**src/rtl/sensor_conditioner_pkg.sv**
```systemverilog
`default_nettype none
// ---------------------------------------------------------------------------
// sensor_conditioner_pkg : shared defaults and width helper for beam sensors
// Revision 1.0
// ---------------------------------------------------------------------------
package sensor_conditioner_pkg;

   localparam int DB_CYCLES_DEF    = 4;
   localparam int STUCK_CYCLES_DEF = 600;

   // Counter width able to hold values 0..n-1, never narrower than one bit.
   function automatic int cnt_width(input int n);
      return (n > 1) ? $clog2(n) : 1;
   endfunction

endpackage
`default_nettype wire

```
**src/rtl/sensor_conditioner_debounce.sv**
```systemverilog
`default_nettype none
// ---------------------------------------------------------------------------
// sensor_debounce : one channel - 2-flop synchronizer, debounce, stuck detect
// Revision 1.0
// ---------------------------------------------------------------------------
module sensor_debounce
   import sensor_conditioner_pkg::*;
#(
   parameter int DB_CYCLES    = DB_CYCLES_DEF,
   parameter int STUCK_CYCLES = STUCK_CYCLES_DEF
) (
   input  logic clk,
   input  logic reset,
   input  logic raw,
   input  logic clr_fault,
   output logic sensor,
   output logic fault
);

   localparam int DB_W = cnt_width(DB_CYCLES);
   localparam int ST_W = cnt_width(STUCK_CYCLES + 1);
   localparam logic [DB_W-1:0] DB_LAST  = DB_W'(DB_CYCLES - 1);
   localparam logic [ST_W-1:0] ST_MAX   = ST_W'(STUCK_CYCLES);
   localparam logic [ST_W-1:0] ST_PRE   = ST_W'(STUCK_CYCLES - 1);

   logic            sync_meta;
   logic            sync;
   logic [DB_W-1:0] db_cnt;
   logic [ST_W-1:0] stuck_cnt;

   always_ff @(posedge clk) begin
      if (reset) begin
         sync_meta <= 1'b0;
         sync      <= 1'b0;
      end else begin
         sync_meta <= raw;
         sync      <= sync_meta;
      end
   end

   // Any sample matching the current output restarts the stability count.
   always_ff @(posedge clk) begin
      if (reset) begin
         db_cnt <= '0;
         sensor <= 1'b0;
      end else if (sync == sensor) begin
         db_cnt <= '0;
      end else if (db_cnt == DB_LAST) begin
         db_cnt <= '0;
         sensor <= sync;
      end else begin
         db_cnt <= db_cnt + 1'b1;
      end
   end

   always_ff @(posedge clk) begin
      if (reset || clr_fault) begin
         stuck_cnt <= '0;
         fault     <= 1'b0;
      end else if (!sensor) begin
         stuck_cnt <= '0;
      end else if (stuck_cnt != ST_MAX) begin
         stuck_cnt <= stuck_cnt + 1'b1;
         if (stuck_cnt == ST_PRE) begin
            fault <= 1'b1;
         end
      end
   end

endmodule
`default_nettype wire

```
**src/rtl/sensor_conditioner.sv**
```systemverilog
`default_nettype none
// ---------------------------------------------------------------------------
// sensor_conditioner : debounced A/B beam sensors with sticky stuck flags.
// Optional macro SENSOR_ACTIVE_LOW_EN inverts raw inputs. Revision 1.0
// ---------------------------------------------------------------------------
module sensor_conditioner
   import sensor_conditioner_pkg::*;
#(
   parameter int DB_CYCLES    = DB_CYCLES_DEF,
   parameter int STUCK_CYCLES = STUCK_CYCLES_DEF
) (
   input  logic clk,
   input  logic reset,
   input  logic raw_a,
   input  logic raw_b,
   input  logic clr_fault,
   output logic sensor_a,
   output logic sensor_b,
   output logic fault_a,
   output logic fault_b
);

   logic raw_a_in;
   logic raw_b_in;

`ifdef SENSOR_ACTIVE_LOW_EN
   assign raw_a_in = ~raw_a;
   assign raw_b_in = ~raw_b;
`else
   assign raw_a_in = raw_a;
   assign raw_b_in = raw_b;
`endif

   sensor_debounce #(
      .DB_CYCLES    (DB_CYCLES),
      .STUCK_CYCLES (STUCK_CYCLES)
   ) u_deb_a (
      .clk       (clk),
      .reset     (reset),
      .raw       (raw_a_in),
      .clr_fault (clr_fault),
      .sensor    (sensor_a),
      .fault     (fault_a)
   );

   sensor_debounce #(
      .DB_CYCLES    (DB_CYCLES),
      .STUCK_CYCLES (STUCK_CYCLES)
   ) u_deb_b (
      .clk       (clk),
      .reset     (reset),
      .raw       (raw_b_in),
      .clr_fault (clr_fault),
      .sensor    (sensor_b),
      .fault     (fault_b)
   );

endmodule
`default_nettype wire

```
**config.mk**
```make
export PLATFORM = sky130hd
export DESIGN_NAME = sensor_conditioner
export DESIGN_NICKNAME = d
export VERILOG_FILES = /design/src/rtl/sensor_conditioner_pkg.sv /design/src/rtl/sensor_conditioner_debounce.sv /design/src/rtl/sensor_conditioner.sv
export SDC_FILE = /design/constraint.sdc
export NUM_CORES = 1
export LEC_CHECK = 0
export ABC_AREA = 1
export BUFFER_PORTS_ARGS = -buffer_cell sky130_fd_sc_hd__buf_2
export CAP_MARGIN = 25
export CORE_UTILIZATION = 49
export DETAILED_ROUTE_END_ITERATION = 6
export PLACE_DENSITY = 0.76
export SLEW_MARGIN = 0
export SYNTH_ARGS = -nofsm -noshare
export SYNTH_HDL_FRONTEND = slang
export SYNTH_SLANG_ARGS = --single-unit
```
**constraint.sdc**
```tcl
create_clock -name clk -period 1.2 [get_ports clk]
set_input_delay 0 -clock clk [delete_from_list [all_inputs] [get_ports clk]]
set_output_delay 0 -clock clk [all_outputs]
set_load 0.1 [all_outputs]
```
# Word level (Yosys, flattened, before mapping)
# Cells that the tools add are included.
# totals
romBits	0
output_inout_bits	4
memories	0
ramBits	0
in_bits	5
reg_bits	32
latch_bits	0
# op_classes
eq_ne	8
div_mod_pow	0
n_addsub	4
n_mux	0
shifts	0
n_reduce_logical	9
multipliers	0
n_bitwise	4
magnitude_cmp	0
# op_table
op	count
$add A10 B1 Y10 const B	2
$eq A10 B10 Y1 const B	2
$ne A10 B10 Y1 const B	2
$reduce_and A3 Y1	2
$reduce_or A3 Y1	2
$add A2 B1 Y2 const B	2
$eq A2 B2 Y1 const B	2
$not A1 Y1	4
$reduce_and A2 Y1	2
$reduce_or A2 Y1	2
$eq A1 B1 Y1	2
$logic_or A1 B1 Y1	1

# Longest topological paths before layout
# Gate-level depths: netlist of run 1.
# logic_depth
word_depth	3
depth_mapped	8
mapped_depth_nobuf	8

# Modules after synthesis
# Synthesis of run 1 repeated with hierarchy kept, for this count alone.
# unflattened
hier_cells	218
hier_area_um2	1511.4
# modules_own_cells
module	area_each_um2	instances	cells_each	seq_area_each_um2
sensor_debounce	755.7	2	109	320.3

# Least setup slack after synthesis of run 1
# OpenSTA, ideal clock, no wires.
# synth_timing
path_kind	reg2reg
startpoint	register u_deb_a.sensor
endpoint	register u_deb_a.stuck_cnt[4]
t_required_ns	1.130
synth_period_minus_slack_ns	1.722
path_slack_ns	-0.522
path_stages_with_launch	5
t_arrival_ns	1.652
cell_sequence	dfxtp_1 > inv_1 > nor2_8 > o21ai_0 > a21oi_1
# synth_via
elab_chain_cells	2
# synth_lines
item	line	text
start, declared	sensor_conditioner_debounce.sv:16	output logic sensor,
start signal, assigned	sensor_conditioner_debounce.sv:50	sensor <= sync;
$not A1 Y1 (no line)	--	
$reduce_or A2 Y1 (no line)	--	
end signal, assigned	sensor_conditioner_debounce.sv:63	stuck_cnt <= stuck_cnt + 1'b1;
end, declared	sensor_conditioner_debounce.sv:29	logic [ST_W-1:0] stuck_cnt;
# No other way between the ends.
# A chain may end at the register's enable or synchronous reset.

# Worst setup path after layout of run 1
# layout_timing
startpoint	input reset
endpoint	register u_deb_b.sync_meta
# layout_rtl
item	line	text
start, declared	sensor_conditioner.sv:13	input logic reset,
end signal, assigned	sensor_conditioner_debounce.sv:36	sync_meta <= raw;
end, declared	sensor_conditioner_debounce.sv:26	logic sync_meta;
# No word-level cell between the ends.

==> reports/results.ini, run 1 <==
[sta]
max_freq_mhz=868
report.final.slew_viol_count=0
period_needed_ns=1.15
slew_headroom_pct=67.4
setup_slack_ns=0.0477
fin_skew_ns=0.00767
whs_ns=0.0150
finalHoldViolations=0
tightest_slew_ns=0.493
period_share_pct=96.0
setup-violations-final=0

[critical_path]
cp_top_family=buffers and inverters
slowest_stage=dlygate4sd3_1
critPathLaunchType=primary input
max_stage_delay_ns=0.55
path_cells=dlygate4sd3_1 > buf_2 > nor2_1 > dlygate4sd3_1
cp_common_cell=dlygate4sd3_1
reg2regPathDepth=8
endpoint_kind=flop
cp.arrival_ns=1.36
path_class=primary input to flop
crit_cells=4
critPathBufInv=3
required_ns=1.40
crit_fanout=8

[layout]
final_cell_mix=40 x inv_1, 39 x nand2_1, 33 x nor2_1
drive_gt1_share_pct=17.1
fin_area_mm2=0.00177
num-nets-final=244
final_cells=276
syn2layout_area_growth_pct=15.3
layout_commonest_cell=inv_1
final-seq-area_um2=658
n_fill_cell=263
antenna_cells=0
multi_input_area_um2=763

[synth]
synthesis.area_mm2=0.00154
synth_top_family_by_area=simple AND/OR/NAND/NOR gates
seq_area_frac_synth_pct=41.6
ys_ff_latch=32
synth-xor-area-share_pct=1.14
synthTopCellsByArea=dfxtp_1 42%, nand2_1 10%, inv_1 10%
yosysTopAreaCellShare_pct=41.6
synth_nets=226
postSynthCellCount=215
ys_types=19
synth_simple_gate_area_share_pct=30.7
synth_compound_area_share_pct=9.84
synth-adder-area-share_pct=4.88
yosys_warnings=0
syn_avg_cell_area_um2=7.16
yosys.area.top_type=dfxtp_1
synthMuxAreaShare_pct=0

[floorplan]
initial_core_util_pct=53.5
die_x_um=58.0
die_h_um=58.0
die-area_mm2=0.00337
design.core.area_mm2=0.00288
num_rows=19
num_io_pins=9

[pwr]
finalPower_mw=1.69
vdd_drop_max_uv=638
total_leakage_power_nw=0.742
power_density_mw_per_mm2=954

[placement]
preCtsSetupSlack_ns=0.00494
port_buffers=8
place_area_mm2=0.00162
hpwlAfterDp_um=1810
placed_cells=263
gp_congestion=0.843

[global_route]
grt_start_max_net_pins=11
grt-ovfl-total=0
grt_pass1_vias=1147
grtUsageTotal_pct=17.8
grt_pass1_wl_um=4500
antenna_found_initial=0

[routing]
routed_wl_um=2680
drt_iter0_markers=30
ant_nets=0
drc=0
routed_via_density=4.65
dr.pass1.iters=4
wl_per_cell_um=9.72
vias=1284

[clock_tree]
cts_root_buf=clkbuf_4
numCtsBuffers=5
cts.sinks=32
clk_path_buf_depth=2
cts_setup_buffers=0
cts_tree=done
clk_latency_ns=0.31
ctsHtreeMaxLevel=2
cts.clk_slew.worst_paths_ns=0.10

[min_path]
hold_path_depth=4
hp-class=primary input to flop

[flow_run]
drv_cap=0

[outcome]
status=completed

[layer usage]
layer  vias up  wire length (um)  share of wire, %  global-route usage (%)
li1        698                 -                 -                       -
met5         -                 0                 0                       0
met1       561              1310                49                    19.8
met3         2                99               3.7                    5.80
met4         0                24              0.89                    8.50
met2        23              1250                47                    30.5
[through the flow]
step | util (%) | TNS, ns
2_1_floorplan | - | 0
3_3_place_gp | 56.3 | 0
3_5_place_dp | 56.3 | 0
4_1_cts | 59.9 | 0
5_1_grt | 61.7 | -0.0871
6_report | 61.7 | 0
[cell type report]
cell class | count | area share, %
clock buffers | 7 | 2.54
clock inverters | 1 | 0.282
inverters | 42 | 9.03
multi-input cells | 139 | 43.0
flip-flops and latches | 32 | 37.1
well taps | 42 | 2.96
repair buffers | 13 | 5.08
[tightest hold or removal path: stages]
cell,delay [ns]
buf_2,0.10
nor2_4,0.04
inv_4,0.11
a21oi_1,0.05
[what timing repair did]
item / 4_1_cts / 5_1_grt
pin swaps: 0 / 5
hold endpoints to repair: 4 / 0
endpoints found under the setup margin: 2 / 10
hold buffers: 5 / 0
gates resized for setup: 2 / 16
[flip-flops by register name, indices dropped and copies added (netlist names), 2 cells and up]
signal,cells
u_deb_a.db_cnt,2
u_deb_b.stuck_cnt,10
u_deb_a.stuck_cnt,10
u_deb_b.db_cnt,2
[kinds of logic (layout without fill, tap and decap cells)]
logic type,after synthesis,in the layout
buf+inv,44,63
fa+ha+maj,6,6
simple gates,102,102
compound gates,29,29
flops,32,32
xor+xnor,2,2
[final timing paths]
path,slack (ns),end,start
worst max-delay path,0.05,u_deb_b.sync_meta$_SDFF_PP0_,reset
worst min-delay path,0.02,u_deb_b.fault$_SDFFE_PP0P_,clr_fault
worst max register to register,0.08,u_deb_a.stuck_cnt[0]$_SDFFE_PP0P_,u_deb_a.stuck_cnt[0]$_SDFFE_PP0P_
worst min register to register,0.42,u_deb_a.db_cnt[0]$_SDFF_PP0_,u_deb_a.db_cnt[0]$_SDFF_PP0_
[where the power goes]
group          total, mW  internal [mW]  switching [mW]
Clock              0.577          0.228           0.348
Combinational     0.0488         0.0234          0.0254
Sequential          1.07           1.06         0.00432
Total               1.69           1.31           0.378
[synth_stat cells]
cell       n
nand2_1   42
inv_1     41
nor2_1    36
dfxtp_1   32
a21oi_1   18
nand3_1   12
o21ai_0    8
ha_1       6
nor2_4     3
buf_6      2
nand3b_1   2
nand4_1    2
nor2_2     2
nor2_8     2
o211ai_1   2
xor2_1     2
a31oi_1    1
inv_4      1
nor3_1     1
Note: power is estimated with default switching activity, not from simulation.
==> run 2: changes to the inputs <==
--- a/config.mk
+++ b/config.mk
@@ -7,10 +7,9 @@
 export LEC_CHECK = 0
 export ABC_AREA = 1
 export BUFFER_PORTS_ARGS = -buffer_cell sky130_fd_sc_hd__buf_2
-export CAP_MARGIN = 25
-export CORE_UTILIZATION = 49
+export CORE_UTILIZATION = 45
 export DETAILED_ROUTE_END_ITERATION = 6
-export PLACE_DENSITY = 0.76
+export PLACE_DENSITY = 0.72
 export SLEW_MARGIN = 0
 export SYNTH_ARGS = -nofsm -noshare
 export SYNTH_HDL_FRONTEND = slang
==> run 2 against run 1 <==
  * Combinational power rose by 5.1%
  * Utilization down 4.0 points
  * Non-clock buffer count increased by 2
  * Wire length up 7.2%
  * Maximum frequency is 0.40% lower
  * Clock skew is 0.0083 ns higher
  * Clock power up 14%
  * Via count up 1.9%
  * Critical path depth unchanged
  * Hold slack gained 0.40 ns
  * Cell area is 2.5% higher
  * Register-to-register slack worse by 0.02 ns
==> reports/results.ini, run 2 (synthesis gave the netlist of run 1 again) <==
[outcome]
status=completed  ; unchanged

[pwr]
vdd_drop_max_uv=853  ; was 638 uV
power_density_mw_per_mm2=975  ; was 954 mW/mm^2
total_leakage_power_nw=0.752  ; was 0.742 nW

[routing]
routed_via_density=4.67  ; was 4.65
routed_wl_um=2880  ; was 2680 um
vias=1308  ; was 1284
drt_iter0_markers=41  ; was 30
wl_per_cell_um=10.3  ; was 9.72 um
drc=0  ; unchanged
dr.pass1.iters=4  ; unchanged
ant_nets=0  ; unchanged

[global_route]
grtUsageTotal_pct=17.6  ; was 17.8%
grt_start_max_net_pins=10  ; was 11
antenna_found_initial=0  ; unchanged
grt-ovfl-total=0  ; unchanged
grt_pass1_wl_um=4630  ; was 4500 um
grt_pass1_vias=1124  ; was 1147

[critical_path]
endpoint_kind=flop  ; unchanged
critPathBufInv=3  ; unchanged
cp_top_family=buffers and inverters  ; unchanged
r2r_start=u_deb_b.stuck_cnt[1]$_SDFFE_PP0P_  ; was u_deb_a.stuck_cnt[0]$_SDFFE_PP0P_
cp_common_cell=dlygate4sd3_1  ; unchanged
slowest_stage=dlygate4sd3_1  ; unchanged
required_ns=1.42  ; was 1.40 ns
crit_fanout=8  ; unchanged
cp.arrival_ns=1.38  ; was 1.36 ns
critPathLaunchType=primary input  ; unchanged
path_cells=dlygate4sd3_1 > buf_2 > nor2_1 > dlygate4sd3_1  ; unchanged
startpoint=reset  ; unchanged
max_stage_delay_ns=0.56  ; was 0.55 ns
path_class=primary input to flop  ; unchanged

[floorplan]
initial_core_util_pct=48.8  ; was 53.5%
num_io_pins=9  ; unchanged
design.core.area_mm2=0.00315  ; was 0.00288 mm^2
die-area_mm2=0.00366  ; was 0.00337 mm^2
die_x_um=60.5  ; was 58.0 um
num_rows=20  ; was 19
die_h_um=60.5  ; was 58.0 um

[sta]
slew_headroom_pct=67.6  ; was 67.4%
finalHoldViolations=0  ; unchanged
fin_skew_ns=0.0160  ; was 0.00767 ns
period_needed_ns=1.16  ; was 1.15 ns
whs_ns=0.414  ; was 0.0150 ns
period_share_pct=96.4  ; was 96.0%
max_freq_mhz=864  ; was 868 MHz
tns_ns=0  ; unchanged
report.final.slew_viol_count=0  ; unchanged
tightest_slew_ns=0.489  ; was 0.493 ns
setup-violations-final=0  ; unchanged
rsz0062_at_grt=true

[min_path]
hp-class=flop to flop  ; was primary input to flop
hold_start=u_deb_a.sync_meta$_SDFF_PP0_  ; was clr_fault

[clock_tree]
clk_path_buf_depth=2  ; unchanged
numCtsBuffers=5  ; unchanged
cts.sinks=32  ; unchanged
cts_root_buf=clkbuf_4  ; unchanged
cts.clk_slew.worst_paths_ns=0.09  ; was 0.10 ns
cts_tree=done  ; unchanged
clk_latency_ns=0.34  ; was 0.31 ns
ctsHtreeMaxLevel=2  ; unchanged

[layout]
antenna_cells=0  ; unchanged
syn2layout_area_growth_pct=18.1  ; was 15.3%
num-nets-final=246  ; was 244
top_regs=u_deb_a.stuck_cnt (10), u_deb_b.stuck_cnt (10)  ; unchanged
drive_gt1_share_pct=18.2  ; was 17.1%
final_cell_mix=41 x nand2_1, 38 x inv_1, 34 x nor2_1  ; was 40 x inv_1, 39 x nand2_1, 33 x nor2_1
layout_commonest_cell=nand2_1  ; was inv_1

[placement]
gp_congestion=0.828  ; was 0.843
port_buffers=8  ; unchanged
hpwlAfterDp_um=1910  ; was 1810 um

[flow_run]
drv_cap=0  ; unchanged

==> run 2: cell count changes in the layout (fill, tap and decap cells not counted), sizes merged <==
cell / change
buf: +1
clkbuf: +1
clkinv: -1
dlygate4sd3: +1
==> run 2: worst register-to-register path, cell delays in order, from the launching register on <==
cell and delay (ns):
dfxtp_1 0.34, inv_1 0.10, ha_4 0.14, nand3_2 0.05, nor2_1 0.10, nand2_1 0.10
nand2_1 0.09, nand2_1 0.06, nor2_1 0.11
==> run 2: layout make-up <==
type | count | area (um^2)
flip-flops and latches | 32 | 663
fillers | 304 | 1340
clock buffers | 8 | 58.8
inverters | 42 | 163
repair buffers | 15 | 108
well taps | 44 | 55.1
multi-input cells | 139 | 771
==> run 2: power breakdown <==
group / internal (mW) / switching [mW]
Clock: 0.289 / 0.370
Sequential: 1.06 / 0.00408
Combinational: 0.0255 / 0.0257
Total: 1.37 / 0.399
==> run 2: path summary, 6_finish.rpt <==
| kind | slack (ns) | cells after the start | endpoint |
|---|---|---|---|
| worst max-delay path | 0.04 | 4 | u_deb_b.sync_meta$_SDFF_PP0_ |
| worst max register to register | 0.06 | 8 | u_deb_b.stuck_cnt[0]$_SDFFE_PP0P_ |
| worst min register to register | 0.41 | 2 | u_deb_a.sync$_SDFF_PP0_ |
| worst min-delay path | 0.41 | 2 | u_deb_a.sync$_SDFF_PP0_ |
==> run 2: repair_timing <==
| item | in CTS | in global routing |
|---|---|---|
| buffers inserted | 0 | 1 |
| hold endpoints to repair | 5 | 0 |
| hold buffers | 6 | 0 |
| gates resized for setup | 2 | 21 |
| pin swaps | 0 | 10 |
| endpoints found under the setup margin | 2 | 12 |
==> run 2: per-stage QoR <==
step | instances | setup WS (ns) | cell area, um^2 | power [mW] | utilization [%]
2_1_floorplan | 215 | 0.0768 | 1550 | 1.12 | -
3_3_place_gp | 265 | 0.0439 | 1620 | 1.13 | 51.4
3_5_place_dp | 265 | 0.00457 | 1620 | 1.13 | 51.4
4_1_cts | 279 | 0.0290 | 1750 | 1.79 | 55.4
5_1_grt | 280 | -0.0124 | 1820 | 1.84 | 57.7
6_report | 280 | 0.0431 | 1820 | 1.77 | 57.7
==> run 2: routing by layer <==
| metal | track usage (%) | up-vias | wire (um) |
|---|---|---|---|
| li1 | - | 703 | - |
| met1 | 20.0 | 574 | 1300 |
| met2 | 29.5 | 25 | 1410 |
| met3 | 6.61 | 6 | 116 |
| met4 | 7.79 | 0 | 53 |
| met5 | 0 | - | 0 |
==> run 3: changes to the inputs <==
==> constraint.sdc (replaced) <==
create_clock -name clk -period 1.3 [get_ports clk]
set_input_delay 0 -clock clk [delete_from_list [all_inputs] [get_ports clk]]
set_output_delay 0 -clock clk [all_outputs]
set_load 0.1 [all_outputs]
==> run 3 against run 2 <==
  * Cell area decreased by 4.1%
  * Clock power fell by 9.1%
  * Setup slack better by 0.066 ns
  * Die area is the same
  * Hold slack improved by 0.014 ns
  * Final cell count decreased by 0.36%
  * Sequential power is 7% lower
  * Register-to-register slack better by 0.05 ns
  * Critical path depth increased by 2
  * Combinational power down 9.4%
  * Clock skew decreased by 0.011 ns
  * Sequential share of layout area up 0.71 points
  * Largest power group unchanged
==> reports/results.ini, run 3 (synthesis gave the netlist of run 1 again) <==
[outcome]
status=completed  ; unchanged

[critical_path]
slowest_stage=dfxtp_1  ; was dlygate4sd3_1
r2r_start=u_deb_a.stuck_cnt[0]$_SDFFE_PP0P_  ; was u_deb_b.stuck_cnt[1]$_SDFFE_PP0P_
endpoint_kind=flop  ; unchanged
cp.arrival_ns=1.43  ; was 1.38 ns
required_ns=1.54  ; was 1.42 ns
crit_fanout=5  ; was 8
cp_common_cell=nand2_1  ; was dlygate4sd3_1
path_class=flop to flop  ; was primary input to flop
max_stage_delay_ns=0.41  ; was 0.56 ns
critPathLaunchType=flop  ; was primary input
path_cells=ha_1 > nand2_1 > nor3_1 > nand2_1 > nand2_1 > nor2_1  ; was dlygate4sd3_1 > buf_2 > nor2_1 > dlygate4sd3_1
startpoint=u_deb_a.stuck_cnt[0]$_SDFFE_PP0P_  ; was reset

[layout]
final_cell_mix=42 x nand2_1, 41 x inv_1, 34 x nor2_1  ; was 41 x nand2_1, 38 x inv_1, 34 x nor2_1
drive_gt1_share_pct=11.1  ; was 18.2%
n_fill_cell=300  ; was 304
final_cells=279  ; was 280
top_regs=u_deb_a.stuck_cnt (10), u_deb_b.stuck_cnt (10)  ; unchanged
layout_commonest_cell=nand2_1  ; unchanged
num-nets-final=245  ; was 246
final-seq-area_um2=648  ; was 663 um^2
syn2layout_area_growth_pct=13.3  ; was 18.1%
final_util_pct=55.3  ; was 57.7%
fin_area_mm2=0.00174  ; was 0.00182 mm^2
multi_input_area_um2=721  ; was 771 um^2
antenna_cells=0  ; unchanged

[routing]
dr.pass1.iters=4  ; unchanged
routed_wl_um=2560  ; was 2880 um
drt_iter0_markers=22  ; was 41
routed_via_density=4.51  ; was 4.67
drc=0  ; unchanged
wl_per_cell_um=9.18  ; was 10.3 um
vias=1259  ; was 1308
ant_nets=0  ; unchanged

[clock_tree]
numCtsBuffers=5  ; unchanged
cts.sinks=32  ; unchanged
ctsHtreeMaxLevel=2  ; unchanged
clk_path_buf_depth=2  ; unchanged
clk_latency_ns=0.33  ; was 0.34 ns
cts.clk_slew.worst_paths_ns=0.10  ; was 0.09 ns
cts_root_buf=clkbuf_4  ; unchanged
cts_tree=done  ; unchanged

[global_route]
grt_pass1_vias=1187  ; was 1124
antenna_found_initial=0  ; unchanged
grt_pass1_wl_um=4700  ; was 4630 um
grt_start_max_net_pins=10  ; unchanged
grt-ovfl-total=0  ; unchanged
grtUsageTotal_pct=17.5  ; was 17.6%

[sta]
tightest_slew_ns=0.493  ; was 0.489 ns
rsz0062_at_grt=false  ; was true
max_freq_mhz=840
tns_ns=0  ; unchanged
slew_headroom_pct=67.4  ; was 67.6%
fin_skew_ns=0.00447  ; was 0.0160 ns
period_needed_ns=1.19
period_share_pct=91.6
whs_ns=0.428  ; was 0.414 ns
setup-violations-final=0  ; unchanged
report.final.slew_viol_count=0  ; unchanged
finalHoldViolations=0  ; unchanged

[min_path]
hold_start=u_deb_b.sync_meta$_SDFF_PP0_  ; was u_deb_a.sync_meta$_SDFF_PP0_
hp-class=flop to flop  ; unchanged

[flow_run]
drv_cap=0  ; unchanged

[placement]
hpwlAfterDp_um=1800  ; was 1910 um
place_area_mm2=0.00162  ; about the same
port_buffers=8  ; unchanged
gp_congestion=0.770  ; was 0.828
placed_cells=265  ; unchanged

[floorplan]
design.core.area_mm2=0.00315  ; unchanged
die_h_um=60.5  ; unchanged
num_rows=20  ; unchanged
initial_core_util_pct=48.8  ; unchanged
die_x_um=60.5  ; unchanged
num_io_pins=9  ; unchanged
die-area_mm2=0.00366  ; unchanged

[pwr]
total_leakage_power_nw=0.742  ; was 0.752 nW
vdd_drop_max_uv=610  ; was 853 uV
power_density_mw_per_mm2=936  ; was 975 mW/mm^2

==> run 3: cell types whose count changed in the layout (fill, tap and decap cells not counted), sizes merged <==
cell  delta
buf      -1
==> run 3: per-stage QoR <==
stage               setup WS (ns)  total power, mW
finish                      0.109             1.63
global route              0.00139             1.70
CTS                        0.0752             1.65
detailed placement         0.0929             1.04
global placement            0.149             1.04
floorplan                  0.0746             1.03
==> run 3: area by class of cell <==
class | instances | area share, %
Multi-Input combinational cell | 139 | 41.3
Sequential cell | 32 | 37.2
Inverter | 42 | 9.19
Timing Repair Buffer | 14 | 5.74
Clock buffer | 8 | 3.37
Tap cell | 44 | 3.16
==> run 3: critical path: cells and delay by family, from the launching register on <==
kind | cells | cell delay (ns)
DFF | 1 | 0.41
adders and majority gates | 1 | 0.21
and+or+nand+nor | 5 | 0.49
==> run 3: metal layers <==
metal  track usage, %  wire length (um)  vias to the layer above
li1                 -                 -                      701
met5                0                 0                        -
met4             7.79                49                        0
met2             29.4              1100                       22
met1             19.9              1290                      530
met3             6.61               123                        6
==> run 3: final timing paths <==
check / end / slack [ns] / depth (start not counted)
setup / recovery: u_deb_a.stuck_cnt[6]$_SDFFE_PP0P_ / 0.11 / 6
setup reg to reg: u_deb_a.stuck_cnt[6]$_SDFFE_PP0P_ / 0.11 / 6
hold reg to reg: u_deb_b.sync$_SDFF_PP0_ / 0.43 / 2
hold / removal: u_deb_b.sync$_SDFF_PP0_ / 0.43 / 2
==> run 3: power breakdown <==
part           internal (mW)  switching [mW]
sequential             0.983         0.00326
clock                  0.267           0.331
combinational         0.0236          0.0229
==> run 3: repair_timing <==
action,in CTS,in global routing
setup buffers,0,0
endpoints found under the setup margin,0,4
gates resized for setup,0,2
hold buffers,6,0
endpoints found under the hold margin,6,0
